`config.mk`:
```
export PLATFORM = sky130hd
export DESIGN_NAME = can_bit_timer
export DESIGN_NICKNAME = d
export VERILOG_FILES = /design/src/rtl/can_bit_timer.sv
export SDC_FILE = /design/constraint.sdc
export NUM_CORES = 1
export LEC_CHECK = 0
export ABC_AREA = 0
export BUFFER_PORTS_ARGS = -buffer_cell sky130_fd_sc_hd__buf_2
export CELL_PAD_IN_SITES_DETAIL_PLACEMENT = 0
export CELL_PAD_IN_SITES_GLOBAL_PLACEMENT = 1
export CORE_MARGIN = 1.5
export CORE_UTILIZATION = 30
export DETAILED_ROUTE_END_ITERATION = 8
export GPL_ROUTABILITY_DRIVEN = 0
export PLACE_DENSITY = 0.67
export SLEW_MARGIN = 20
export SYNTH_ARGS = -nofsm -noshare
export SYNTH_HDL_FRONTEND = slang
export SYNTH_SLANG_ARGS = --single-unit
```
`constraint.sdc`:
```
create_clock -name clk -period 4.9 [get_ports clk]
set_input_delay 0.49 -clock clk [delete_from_list [all_inputs] [get_ports clk]]
set_output_delay 0.49 -clock clk [all_outputs]
set_load 0.1 [all_outputs]
```
`src/rtl/can_bit_timer.sv`:
```
// CAN bit-timing generator: runtime prescaler into time quanta, SYNC/SEG1/SEG2
// segment sequencer with hard sync and SJW-limited resynchronisation.
module can_bit_timer #(
   parameter int BRP_W  = 6,
   parameter int SEG1_W = 4,
   parameter int SEG2_W = 3
) (
   input  logic              clk,
   input  logic              rst,
   input  logic              en,
   input  logic [BRP_W-1:0]  brp,
   input  logic [SEG1_W-1:0] tseg1,
   input  logic [SEG2_W-1:0] tseg2,
   input  logic [1:0]        sjw,
   input  logic              hard_sync,
   input  logic              resync_edge,
   output logic              tq_tick,
   output logic              tq_clk,
   output logic              bit_start,
   output logic              sample_point,
   output logic [1:0]        seg
);

   localparam int Q_W = ((SEG1_W > SEG2_W) ? SEG1_W : SEG2_W) + 1;
   localparam int QX  = Q_W + 1;

   typedef enum logic [1:0] {
      ST_SYNC = 2'd0,
      ST_SEG1 = 2'd1,
      ST_SEG2 = 2'd2
   } state_t;

   state_t            state;
   logic [BRP_W-1:0]  brp_q;
   logic [SEG1_W-1:0] tseg1_q;
   logic [SEG2_W-1:0] tseg2_q;
   logic [1:0]        sjw_q;
   logic [BRP_W-1:0]  pcnt;
   logic [BRP_W-1:0]  pcnt_nx;
   logic [Q_W-1:0]    qcnt;
   logic [SEG1_W:0]   seg1_lim;
   logic [SEG2_W:0]   seg2_lim;
   logic              rsync_done;

   logic              tick;
   logic              edge_ok;
   logic [QX-1:0]     sjw1;
   logic [QX-1:0]     q1;
   logic [QX-1:0]     r;
   logic [QX-1:0]     lim1_x;
   logic [QX-1:0]     lim2_x;
   logic              seg1_end;
   logic              seg2_end;

   // Resync edges only count while the timer runs; a coincident tick
   // is decided against the already-adjusted segment limit.
   always_comb begin
      tick    = en & ~rst & (pcnt == brp_q);
      edge_ok = resync_edge & en & ~hard_sync & ~rsync_done & (state != ST_SYNC);
      sjw1    = QX'(sjw_q) + QX'(1);
      q1      = QX'(qcnt) + QX'(1);
      r       = QX'(seg2_lim) - QX'(qcnt);
      lim1_x  = QX'(seg1_lim);
      lim2_x  = QX'(seg2_lim);
      if (edge_ok && state == ST_SEG1)
         lim1_x = lim1_x + ((q1 < sjw1) ? q1 : sjw1);
      if (edge_ok && state == ST_SEG2)
         lim2_x = (r <= sjw1) ? q1 : (lim2_x - sjw1);
      seg1_end = (QX'(qcnt) == lim1_x - QX'(1));
      seg2_end = (QX'(qcnt) == lim2_x - QX'(1));

      pcnt_nx = pcnt;
      if (rst || hard_sync)
         pcnt_nx = '0;
      else if (en)
         pcnt_nx = tick ? '0 : pcnt + BRP_W'(1);
   end

   always_ff @(posedge clk) begin
      if (rst) begin
         state        <= ST_SYNC;
         pcnt         <= '0;
         qcnt         <= '0;
         seg1_lim     <= '0;
         seg2_lim     <= '0;
         rsync_done   <= 1'b0;
         bit_start    <= 1'b0;
         sample_point <= 1'b0;
         tq_clk       <= 1'b1;
         brp_q        <= brp;
         tseg1_q      <= tseg1;
         tseg2_q      <= tseg2;
         sjw_q        <= sjw;
      end else if (hard_sync) begin
         state        <= ST_SYNC;
         pcnt         <= '0;
         qcnt         <= '0;
         rsync_done   <= 1'b0;
         bit_start    <= 1'b1;
         sample_point <= 1'b0;
         tq_clk       <= 1'b1;
         brp_q        <= brp;
         tseg1_q      <= tseg1;
         tseg2_q      <= tseg2;
         sjw_q        <= sjw;
      end else begin
         bit_start    <= 1'b0;
         sample_point <= 1'b0;
         tq_clk       <= (pcnt_nx <= (brp_q >> 1));
         if (en) begin
            pcnt     <= pcnt_nx;
            seg1_lim <= lim1_x[SEG1_W:0];
            seg2_lim <= lim2_x[SEG2_W:0];
            if (edge_ok)
               rsync_done <= 1'b1;
            if (tick) begin
               case (state)
                  ST_SYNC: begin
                     state    <= ST_SEG1;
                     qcnt     <= '0;
                     seg1_lim <= (SEG1_W+1)'(tseg1_q) + (SEG1_W+1)'(1);
                     seg2_lim <= (SEG2_W+1)'(tseg2_q) + (SEG2_W+1)'(1);
                  end
                  ST_SEG1: begin
                     if (seg1_end) begin
                        state        <= ST_SEG2;
                        qcnt         <= '0;
                        sample_point <= 1'b1;
                     end else begin
                        qcnt <= qcnt + Q_W'(1);
                     end
                  end
                  ST_SEG2: begin
                     if (seg2_end) begin
                        state      <= ST_SYNC;
                        qcnt       <= '0;
                        rsync_done <= 1'b0;
                        bit_start  <= 1'b1;
                        brp_q      <= brp;
                        tseg1_q    <= tseg1;
                        tseg2_q    <= tseg2;
                        sjw_q      <= sjw;
                     end else begin
                        qcnt <= qcnt + Q_W'(1);
                     end
                  end
                  default: state <= ST_SYNC;
               endcase
            end
         end
      end
   end

   assign tq_tick = tick;
   assign seg     = state;

endmodule
```
# [After elaboration in Yosys (flattened, before gate mapping)]
# Index checks and enable logic that the tools add are counted.
# W data, S select, Z words.
[word_totals] regBits=41
[op_classes] muxes=51 add_sub_neg=11 eq_ne=7 n_reduce_logical=16 bitwise_logic=12 order_cmp=3
[ops] cell="$mux W6" count=13
[ops] cell="$mux W4" count=8
[ops] cell="$mux W5" count=4
[ops] cell="$mux W3" count=6
[ops] cell="$mux W2" count=8
[ops] cell="$pmux W5 S3" count=1
[ops] cell="$reduce_bool A3 Y1" count=5
[ops] cell="$eq A5 B6 Y1" count=2
[ops] cell="$sub A6 B1 Y6 const B" count=2
[ops] cell="$mux W1" count=10
[ops] cell="$reduce_and A4 Y1" count=2
[ops] cell="$add A5 B1 Y6 const B" count=1
[ops] cell="$add A5 B6 Y6" count=1
[ops] cell="$add A6 B1 Y6 const B" count=1
[ops] cell="$and A1 B1 Y1" count=6
[ops] cell="$eq A6 B6 Y1" count=1
[ops] cell="$le A6 B3 Y1" count=1
[ops] cell="$le A6 B5 Y1" count=1
[ops] cell="$lt A6 B3 Y1" count=1
[ops] cell="$not A1 Y1" count=6
[ops] cell="$pmux W2 S3" count=1
[ops] cell="$sub A4 B5 Y6" count=1
[ops] cell="$add A4 B1 Y5 const B" count=1
[ops] cell="$add A5 B1 Y5 const B" count=1
[ops] cell="14 further kinds" count=16

# [Logic depth before layout (Yosys ltp)]
# Gate-level depths: netlist of run 1.
[depth] word_depth=14 depth_mapped=21 mapped_depth_nobuf=21

# [Worst setup path after synthesis of run 1]
# OpenSTA, ideal clock, no wires.
[synth_path] path_type="register -> register" from="register qcnt[1]" to="register brp_q[0], enable pin" path_stages_with_launch=20 path_buffers=2 setup_slack_ps=341 arrival_ps=4191 setup_ps=368 period_less_slack_ps=4559 required_time_ps=4532 path_cell_list="dfxtp_1 > clkbuf_1 > inv_1 > fa_1 > xor2_1 > ha_1 > a2111oi_1 > o32a_1 > buf_6 > a21oi_1 > a21oi_1 > inv_1 > ha_1 > xnor2_1 > nor3_1 > nand3_1 > nor2_2 > a2bb2oi_2 > nand3_1 > nand2_1"
[synth_via] elab_chain_len=8 elab_cells_between_ends=9 cone_classes="add/sub: 3; order compare: 1; eq/ne: 1; mux: 2; reduce/logical: 2"
[synth_lines] element="start: declaration" line_no="40" text="logic [Q_W-1:0] qcnt;"
[synth_lines] element="start signal: assignment" line_no="130" text="qcnt <= qcnt + Q_W'(1);"
[synth_lines] element="start signal: assignment" line_no="144" text="qcnt <= qcnt + Q_W'(1);"
[synth_lines] element="$sub A4 B5 Y6" line_no="62" text="r = QX'(seg2_lim) - QX'(qcnt);"
[synth_lines] element="$le A6 B3 Y1" line_no="68" text="lim2_x = (r <= sjw1) ? q1 : (lim2_x - sjw1);"
[synth_lines] element="$mux W6" line_no="68"
[synth_lines] element="$mux W6" line_no="67" text="if (edge_ok && state == ST_SEG2)"
[synth_lines] element="$sub A6 B1 Y6" line_no="70" text="seg2_end = (QX'(qcnt) == lim2_x - QX'(1));"
[synth_lines] element="$eq A5 B6 Y1 (*)" line_no="70"
[synth_lines] element="$reduce_bool A3 Y1 (no line) (*)"
[synth_lines] element="$reduce_and A4 Y1 (no line) (*)"
[synth_lines] element="end signal: assignment" line_no="90" text="brp_q <= brp;"
[synth_lines] element="end signal: assignment" line_no="102" text="brp_q <= brp;"
[synth_lines] element="end signal: assignment" line_no="139" text="brp_q <= brp;"
[synth_lines] element="end: declaration" line_no="34" text="logic [BRP_W-1:0] brp_q;"
# Mark *: on every way between the ends. The rest lies on a longest branch, timed or not.
# A chain may end at the register's enable or synchronous reset.

# [Final worst setup path of run 1]
[layout_path] from="register sjw_q[0]" to="register state[0], in the netlist seg[0]"
[layout_via] elab_chain_len=9 elab_cells_between_ends=16 cone_classes="add/sub: 5; order compare: 2; eq/ne: 4; mux: 4; reduce/logical: 1"
[layout_lines] element="start: declaration" line_no="37" text="logic [1:0] sjw_q;"
[layout_lines] element="start signal: assignment" line_no="93" text="sjw_q <= sjw;"
[layout_lines] element="start signal: assignment" line_no="105" text="sjw_q <= sjw;"
[layout_lines] element="start signal: assignment" line_no="142" text="sjw_q <= sjw;"
[layout_lines] element="$add A2 B1 Y3 (*)" line_no="60" text="sjw1 = QX'(sjw_q) + QX'(1);"
[layout_lines] element="$lt A6 B3 Y1" line_no="66" text="lim1_x = lim1_x + ((q1 < sjw1) ? q1 : sjw1);"
[layout_lines] element="$mux W6" line_no="66"
[layout_lines] element="$add A5 B6 Y6" line_no="66"
[layout_lines] element="$mux W6" line_no="65" text="if (edge_ok && state == ST_SEG1)"
[layout_lines] element="$sub A6 B1 Y6" line_no="69" text="seg1_end = (QX'(qcnt) == lim1_x - QX'(1));"
[layout_lines] element="$eq A5 B6 Y1" line_no="69"
[layout_lines] element="$ne A2 B2 Y1 (no line)"
[layout_lines] element="$reduce_and A4 Y1 (no line) (*)"
[layout_lines] element="end signal: assignment" line_no="81" text="state <= ST_SYNC;"
[layout_lines] element="end signal: assignment" line_no="95" text="state <= ST_SYNC;"
[layout_lines] element="end signal: assignment" line_no="119" text="state <= ST_SEG1;"
[layout_lines] element="end: declaration" line_no="33" text="state_t state;"
# Marked as above.

==> results of run 1 <==
-- cells in the final DEF, fill, tap and decap left out, drive strengths merged, types with 2 or more instances in the layout --
master and instances:
buf 42, nor2 35, nand2 33, ha 33, inv 28, a21oi 27
dfxtp 26, edfxtp 15, xnor2 14, xor2 11, mux2i 11, nor3 10
nand3 8, a211oi 8, nor2b 8, o21ai 8, nand2b 7, and2 6
a31oi 6, o211ai 5, o22ai 5, clkbuf 5, nor4 5, nand3b 4
nand4 4, nor3b 4, a21boi 4, or3 4, o21a 3, o211a 3
a211o 3, fa 3, or2 2, and3b 2, o31a 2, and3 2
conb 2
-- kinds of logic (layout without fill, tap and decap cells) --
kind of cell	Yosys count	after routing	share of synthesized area
and+or+nand+nor	137	137	0.224
AOI/OAI and AO/OA	86	86	0.179
buffers and inverters	43	78	0.0532
DFF	41	41	0.295
adders and majority gates	36	36	0.144
xor gates and xnor gates	25	25	0.0665
muxes	12	12	0.0369
other	1	2	0.00114
-- report_power, final --
part           internal, mW  switching, mW  leakage (nW)
logic                0.0702         0.0851          1.12
clock network         0.153          0.128        0.0543
registers             0.368         0.0115         0.363
-- critical path: cells and delay by family (launching register included) --
family,cells,cell delay [ns]
buffers and inverters,3,0.40
muxes,2,0.41
AOI/OAI and AO/OA,8,1.57
DFF,1,0.45
and+or+nand+nor,3,0.48
adders and majority gates,4,1.16
-- flip-flops by register name (all words and copies together), names as in the netlist --
signal / count
seg1_lim: 5
brp_q: 6
seg: 2
seg2_lim: 4
tq_clk: 1
sjw_q: 2
tseg2_q: 3
qcnt: 5
pcnt: 6
tseg1_q: 4
rsync_done: 1
bit_start: 1
sample_point: 1
-- final cells by class --
type / count / area, sq um / share of cell area
timing repair buffer: 42 / 265 / 0.0695
tap: 140 / 175 / 0.0459
multi-input combinational: 298 / 2180 / 0.572
sequential: 41 / 971 / 0.254
inverter: 28 / 105 / 0.0275
clock buffer: 5 / 68.8 / 0.0180
clock inverter: 3 / 46.3 / 0.0121
-- layer usage --
| layer | track usage | routed length [microns] | vias to the layer above |
|---|---|---|---|
| met3 | 0.0242 | 184 | 7 |
| li1 | - | - | 1433 |
| met1 | 0.190 | 3950 | 1304 |
| met4 | 0.0451 | 100 | 0 |
| met5 | 0 | 0 | - |
| met2 | 0.253 | 3880 | 36 |
-- metrics by stage --
stage	area [sq um]	utilization	hold slack, ns	power [mW]	std cells
floorplan	3290	-	0.459	0.495	382
global placement	3650	0.340	0.515	0.535	547
detailed placement	3650	0.340	0.512	0.538	547
CTS	3770	0.351	0.336	0.824	555
global route	3820	0.355	0.336	0.863	557
finish	3820	0.355	0.355	0.815	557
-- repair_timing --
action | 4_1_cts | 5_1_grt
buffers inserted | 0 | 2
resized for setup | 1 | 7
cloned | 0 | 0
hold endpoints to repair | 0 | 0
setup endpoints to repair | 4 | 22
pin swaps | 0 | 2
-- worst min path at each step --
stage | from | end | slack [ns]
detailed placement | seg[1]$_SDFFE_PP0P_ | seg[1]$_SDFFE_PP0P_ | 0.51
global route | brp[2] | brp_q[2]$_DFFE_PP_ | 0.34
CTS | brp[3] | brp_q[3]$_DFFE_PP_ | 0.34
floorplan | seg2_lim[0]$_SDFFE_PP0P_ | seg2_lim[0]$_SDFFE_PP0P_ | 0.46
global placement | seg[0]$_SDFFE_PP0P_ | seg[0]$_SDFFE_PP0P_ | 0.52
finish | brp[3] | brp_q[3]$_DFFE_PP_ | 0.35
==> metrics.cfg, run 1 <==
[die]
chipWidth_microns=108
io_pins=26
placeableCoreArea_sq_um=10700
die_h_microns=108
start_util=0.306
rows=38
dieArea_sq_um=11600

[sta]
hold_viol=0
max_slew_margin=0.465
slew_viol_final=0
rsz0062_at_grt=false
setup_slack_ns=0.337
setup_viol=0
fin_crit_ns=4.56
tightest_slew_ns=0.796
period_share=0.931
tns_ns=0
finClkSkew_ns=0.00736
fmax_mhz=219

[cells_and_area]
drive_above_1_share=0.165
synthToLayoutAreaGrowth_pct=16.0
final_nets=472
num_antenna_cells=0
fill_cells=1150

[cts]
cts_tree=built
path_clk_slew_ns=0.09
clockBufferDepth=2
insertion_delay_ns=0.30
holdBufCountCts=0
clkSinkCount=41
root_buffer=clkbuf_8
htree_levels=2
cts_made_buffers=5

[flow_run]
drv_cap=0

[logic_synthesis]
ys.flop_type=dfxtp_1
netlist.area_leader.share=0.158
synth_area_leaders=dfxtp_1 16%, edfxtp_1 14%, ha_1 13%
synth_edf_count=15
syn_area_sq_um=3290
yosys-top-cells-count=34 x nor2_1, 33 x ha_1, 33 x nand2_1
synth_top_area_cell=dfxtp_1
ys.warnings.count=0
synthDistinctLibCells=65
avgSynthCellArea_sq_um=8.64
ys_ff_latch=41
synth_async_sr_flop_share=0
synthCells=381
synthMostInstantiatedCell=nor2_1
yosysSeqAreaShare=0.295

[setup_path]
r2r-start=sjw_q[0]$_DFFE_PP_
cp_common_cell=ha_1
worstSetupStartpointType=register
max_stage_delay_ns=0.45
rr_endpoint=seg[0]$_SDFFE_PP0P_
crit_type=register to register
critPathLaunch=sjw_q[0]$_DFFE_PP_
crit_path_end=seg[0]$_SDFFE_PP0P_
reg2reg_depth=20
worstPathArrival_ns=4.80
worst_setup_path_end_kind=register
crit_required_ns=5.13
r2r_slack_ns=0.34
crit_fanout=4
crit_chain=ha_1, inv_1, ha_1, a21boi_0, o21ai_0, o211ai_1, mux2i_1, ha_1, inv_1, fa_1, nor2b_2, nor2_1, nor3b_1, o21ai_1, a211oi_1, o2111ai_1, o41ai_2, buf_4, o211a_1, mux2i_1
critical_path.slowest_cell=edfxtp_1

[routing]
routed_wirelength_microns=8110
final_antenna_net_count=0
vias=2780
first_pass_iters=4
avgViaCountPerCell=4.99
drc=0
wl_per_cell_microns=14.6
drt_iter0_markers=109

[global_route]
grt_pass1_wl_microns=13300
first_global_vias=2702
antenna_found_initial=0
groute.usage.overall=0.148
grt_max_degree=16
overflow=0

[power_and_ir_drop]
powerDensity_nw_per_um2=214
ir_drop_mv=0.203
power.leakage_nw=1.54

[hold_path]
hp-class=input pin to register
worstHoldPathCells=1

[placement]
hpwl_microns=6510
dp_slack_ns=-0.00194
io_buffers=25

[run_status]
status=finished clean

No activity file was read; power rests on OpenSTA's default activity.
==> run 2: changes to the inputs <==
--- a/config.mk
+++ b/config.mk
@@ -5,7 +5,7 @@
 export SDC_FILE = /design/constraint.sdc
 export NUM_CORES = 1
 export LEC_CHECK = 0
-export ABC_AREA = 0
+export ABC_AREA = 1
 export BUFFER_PORTS_ARGS = -buffer_cell sky130_fd_sc_hd__buf_2
 export CELL_PAD_IN_SITES_DETAIL_PLACEMENT = 0
 export CELL_PAD_IN_SITES_GLOBAL_PLACEMENT = 1
@@ -13,7 +13,7 @@
 export CORE_UTILIZATION = 30
 export DETAILED_ROUTE_END_ITERATION = 8
 export GPL_ROUTABILITY_DRIVEN = 0
-export PLACE_DENSITY = 0.67
+export PLACE_DENSITY = 0.69
 export SLEW_MARGIN = 20
 export SYNTH_ARGS = -nofsm -noshare
 export SYNTH_HDL_FRONTEND = slang
==> run 2 against run 1 <==
Effect of this change:
- global-route usage decreased by 0.13 points
- routed wire length decreased by 2.9%
- worst hold slack improved by 0.019 ns
- clock power is 13% lower
- sequential cell count stayed put
- synthesized area unchanged
- clock skew grew 0.0025 ns
- fmax grew 5.3%
- critical path type unchanged
==> metrics.cfg, run 2 <==
[global_route]
first_global_vias=2760  ; +2.1%
grt_max_degree=18  ; +2
grt_pass1_wl_microns=13300  ; about the same
antenna_found_initial=0  ; unchanged
groute.usage.overall=0.147  ; -0.00133
overflow=0  ; unchanged

[logic_synthesis]
ys.warnings.count=0  ; unchanged
muxShareOfSynthArea=0  ; -0.0369
synthDistinctLibCells=48  ; -26%
synth_fa_ha_area_frac=0.144  ; unchanged
ys_ff_latch=41  ; unchanged
synth_area_leaders=dfxtp_1 16%, edfxtp_1 14%, ha_1 13%
syn_area_sq_um=3290  ; unchanged
synth_top_family_by_area=simple AND/OR/NAND/NOR gates
yosysSeqAreaShare=0.295  ; unchanged
yosys.area_share.simple=0.305  ; +0.0806
synth_compound_area_frac=0.120  ; -0.0589
synthCells=448  ; +18%
synth_edf_count=15  ; unchanged
synthMostInstantiatedCell=nand2_1
netlist.area_leader.share=0.158  ; unchanged
synth_top_area_cell=dfxtp_1
avgSynthCellArea_sq_um=7.35  ; -15%
yosys-top-cells-count=90 x nand2_1, 63 x inv_1, 44 x nand3_1
synth-xor-area-share=0.0373  ; -0.0293
synth_async_sr_flop_share=0  ; unchanged
ys.flop_type=dfxtp_1

[setup_path]
crit_chain=ha_1, inv_2, fa_1, xor2_1, ha_1, nand3_1, a21oi_4, nand2_2, nand2_1, nand3_2, nand2_2, ha_1, xor2_1, nand2_1, inv_1, nand2_1, nor2_1, nand3_1, nor2_1, nand4_1, nand3_1, buf_4
critical_path.slowest_cell=dfxtp_1
worstSetupStartpointType=register
worstPathArrival_ns=4.32  ; -0.48 ns
worst_setup_path_end_kind=register
max_stage_delay_ns=0.49  ; +0.04 ns
r2r_slack_ns=0.57  ; +0.23 ns
crit_required_ns=4.88  ; -0.25 ns
cp_num_cells=22  ; +10%
crit_fanout=15  ; +11
r2r-start=qcnt[0]$_SDFFE_PP0P_
rr_endpoint=tseg1_q[3]$_DFFE_PP_
cp_num_buf_inv=3  ; unchanged
reg2reg_depth=22  ; +10%
crit_family=simple AND/OR/NAND/NOR gates
crit_type=register to register

[sta]
slew_viol_final=0  ; unchanged
fin_crit_ns=4.33  ; -0.230 ns
rsz0062_at_grt=false
holdWs_ns=0.374  ; +0.0193 ns
setup_viol=0  ; unchanged
period_share=0.884  ; -0.0469
tightest_slew_ns=0.521  ; -0.275 ns
hold_viol=0  ; unchanged
max_slew_margin=0.652  ; +0.187
fmax_mhz=231  ; +5.3%
finClkSkew_ns=0.00982  ; +0.00246 ns
tns_ns=0  ; unchanged

[cts]
post_cts_resized=0  ; -1
post_cts_buffers=0  ; unchanged
clkSinkCount=41  ; unchanged
htree_levels=2  ; unchanged
insertion_delay_ns=0.29  ; about the same
path_clk_slew_ns=0.08  ; about the same
root_buffer=clkbuf_8
holdBufCountCts=0  ; unchanged
clockBufferDepth=2  ; unchanged
cts_tree=built
cts_made_buffers=5  ; unchanged

[routing]
avgViaCountPerCell=4.64  ; -7.0%
vias=2879  ; +3.6%
drt_iter0_markers=119  ; +9.2%
routed_wirelength_microns=7870  ; -2.9%
wl_per_cell_microns=12.7  ; -13%
first_pass_iters=4  ; unchanged
final_antenna_net_count=0  ; unchanged
drc=0  ; unchanged

[power_and_ir_drop]
p_int_mw=0.549  ; -7.1%
powerDensity_nw_per_um2=209  ; -2.4%
ir_drop_mv=0.163  ; -20%
power.leakage_nw=1.73  ; +13%
power_switching_mw=0.219  ; -2.3%
p_seq_frac=0.493  ; +0.028
p_comb_frac=0.188  ; -0.003
p_total_mw=0.768  ; -5.8%
pwr-share-clk=0.319  ; -0.025
switching_share=0.286  ; +0.0101

[placement]
hpwl_microns=6310  ; -3.0%
io_buffers=25  ; unchanged
dpl-instance-area_sq_um=3580  ; -1.9%

[cells_and_area]
postLayoutCellArea_sq_um=3680  ; -3.5%
num_antenna_cells=0  ; unchanged
mostFrequentLayoutCell=nand2_1
fill_cells=1194  ; +3.8%
synthToLayoutAreaGrowth_pct=11.9
most-common-layout-cells=90 x nand2_1, 63 x inv_1, 44 x nand3_1, 33 x nor2_1, 33 x ha_1
drive_above_1_share=0.150  ; -0.0155
largest_registers=brp_q: 6 flops, pcnt: 6 flops
final_nets=535  ; +13%

[die]
dieArea_sq_um=11600  ; unchanged
chipWidth_microns=108  ; unchanged
start_util=0.306  ; unchanged
placeableCoreArea_sq_um=10700  ; unchanged
rows=38  ; unchanged
io_pins=26  ; unchanged
die_h_microns=108  ; unchanged

[hold_path]
hp-start=brp[4]
worstHoldPathCells=1  ; unchanged
min_to=brp_q[4]$_DFFE_PP_
hp-class=input pin to register

[run_status]
status=finished clean

[flow_run]
drv_cap=0  ; unchanged

run 2: cell count changes in the layout (fill, tap and decap cells not counted), sizes merged, moves of 5 or more:
| cell | change |
|---|---|
| inv | +42 |
| xnor2 | -11 |
| nand3 | +40 |
| mux2i | -11 |
| nand2b | -7 |
| a211oi | -7 |
| nor2b | -8 |
| and2 | -5 |
| a31oi | -5 |
| buf | -13 |
| nand2 | +65 |
| o21ai | +18 |
run 2: final cells by class:
type                    count  area, sq um  area share
multi-input cells         329         2000       0.543
flip-flops and latches     41          971       0.264
inverters                  73          279      0.0757
well taps                 140          175      0.0476
repair buffers             29          155      0.0421
clock buffers               7         96.3      0.0262
clock inverters             1         5.00     0.00136
run 2: power by group through the flow:
stage | registers (mW) | clock network, mW | logic [mW]
floorplan | 0.387 | 0 | 0.107
global placement | 0.387 | 0 | 0.143
detailed placement | 0.387 | 0 | 0.145
CTS | 0.379 | 0.257 | 0.146
global route | 0.381 | 0.271 | 0.169
finish | 0.379 | 0.245 | 0.144
run 2: worst register-to-register path: stages, from the launching register on:
cell,delay (ns)
dfxtp_1,0.49
ha_1,0.21
inv_2,0.04
fa_1,0.39
xor2_1,0.18
ha_1,0.30
nand3_1,0.13
a21oi_4,0.29
nand2_2,0.17
nand2_1,0.11
nand3_2,0.09
nand2_2,0.15
ha_1,0.26
xor2_1,0.14
nand2_1,0.07
inv_1,0.05
nand2_1,0.05
nor2_1,0.12
nand3_1,0.08
nor2_1,0.16
nand4_1,0.19
nand3_1,0.12
buf_4,0.24
run 2: through the flow:
stage,utilization,worst slack [ns],instances
floorplan,-,1.04,449
global placement,0.333,0.569,612
detailed placement,0.333,0.612,612
CTS,0.343,0.594,620
global route,0.343,0.190,620
finish,0.343,0.566,620
run 2: cell families (layout without fill, tap and decap cells):
group	after synthesis	count (layout)
flops	41	41
buf+inv	79	110
fa+ha+maj	36	36
compound gates	67	67
other cells	1	2
xor+xnor	14	14
simple gates	210	210
run 2: how the worst max path moves through the flow:
stage | startpoint | endpoint | slack (ns)
2_1_floorplan | qcnt[0]$_SDFFE_PP0P_ | brp_q[0]$_DFFE_PP_ | 1.04
4_1_cts | qcnt[0]$_SDFFE_PP0P_ | tseg1_q[3]$_DFFE_PP_ | 0.59
5_1_grt | qcnt[0]$_SDFFE_PP0P_ | brp_q[0]$_DFFE_PP_ | 0.19
6_report | qcnt[0]$_SDFFE_PP0P_ | tseg1_q[3]$_DFFE_PP_ | 0.57
3_5_place_dp | qcnt[0]$_SDFFE_PP0P_ | tseg1_q[3]$_DFFE_PP_ | 0.61
3_3_place_gp | qcnt[0]$_SDFFE_PP0P_ | tseg1_q[3]$_DFFE_PP_ | 0.57
run 2: layer usage:
layer	routed length, microns	share of wire	GRT usage
met5	0	0	0
met4	50	0.0064	0.0291
met3	166	0.021	0.0188
met2	3760	0.48	0.253
met1	3900	0.49	0.196
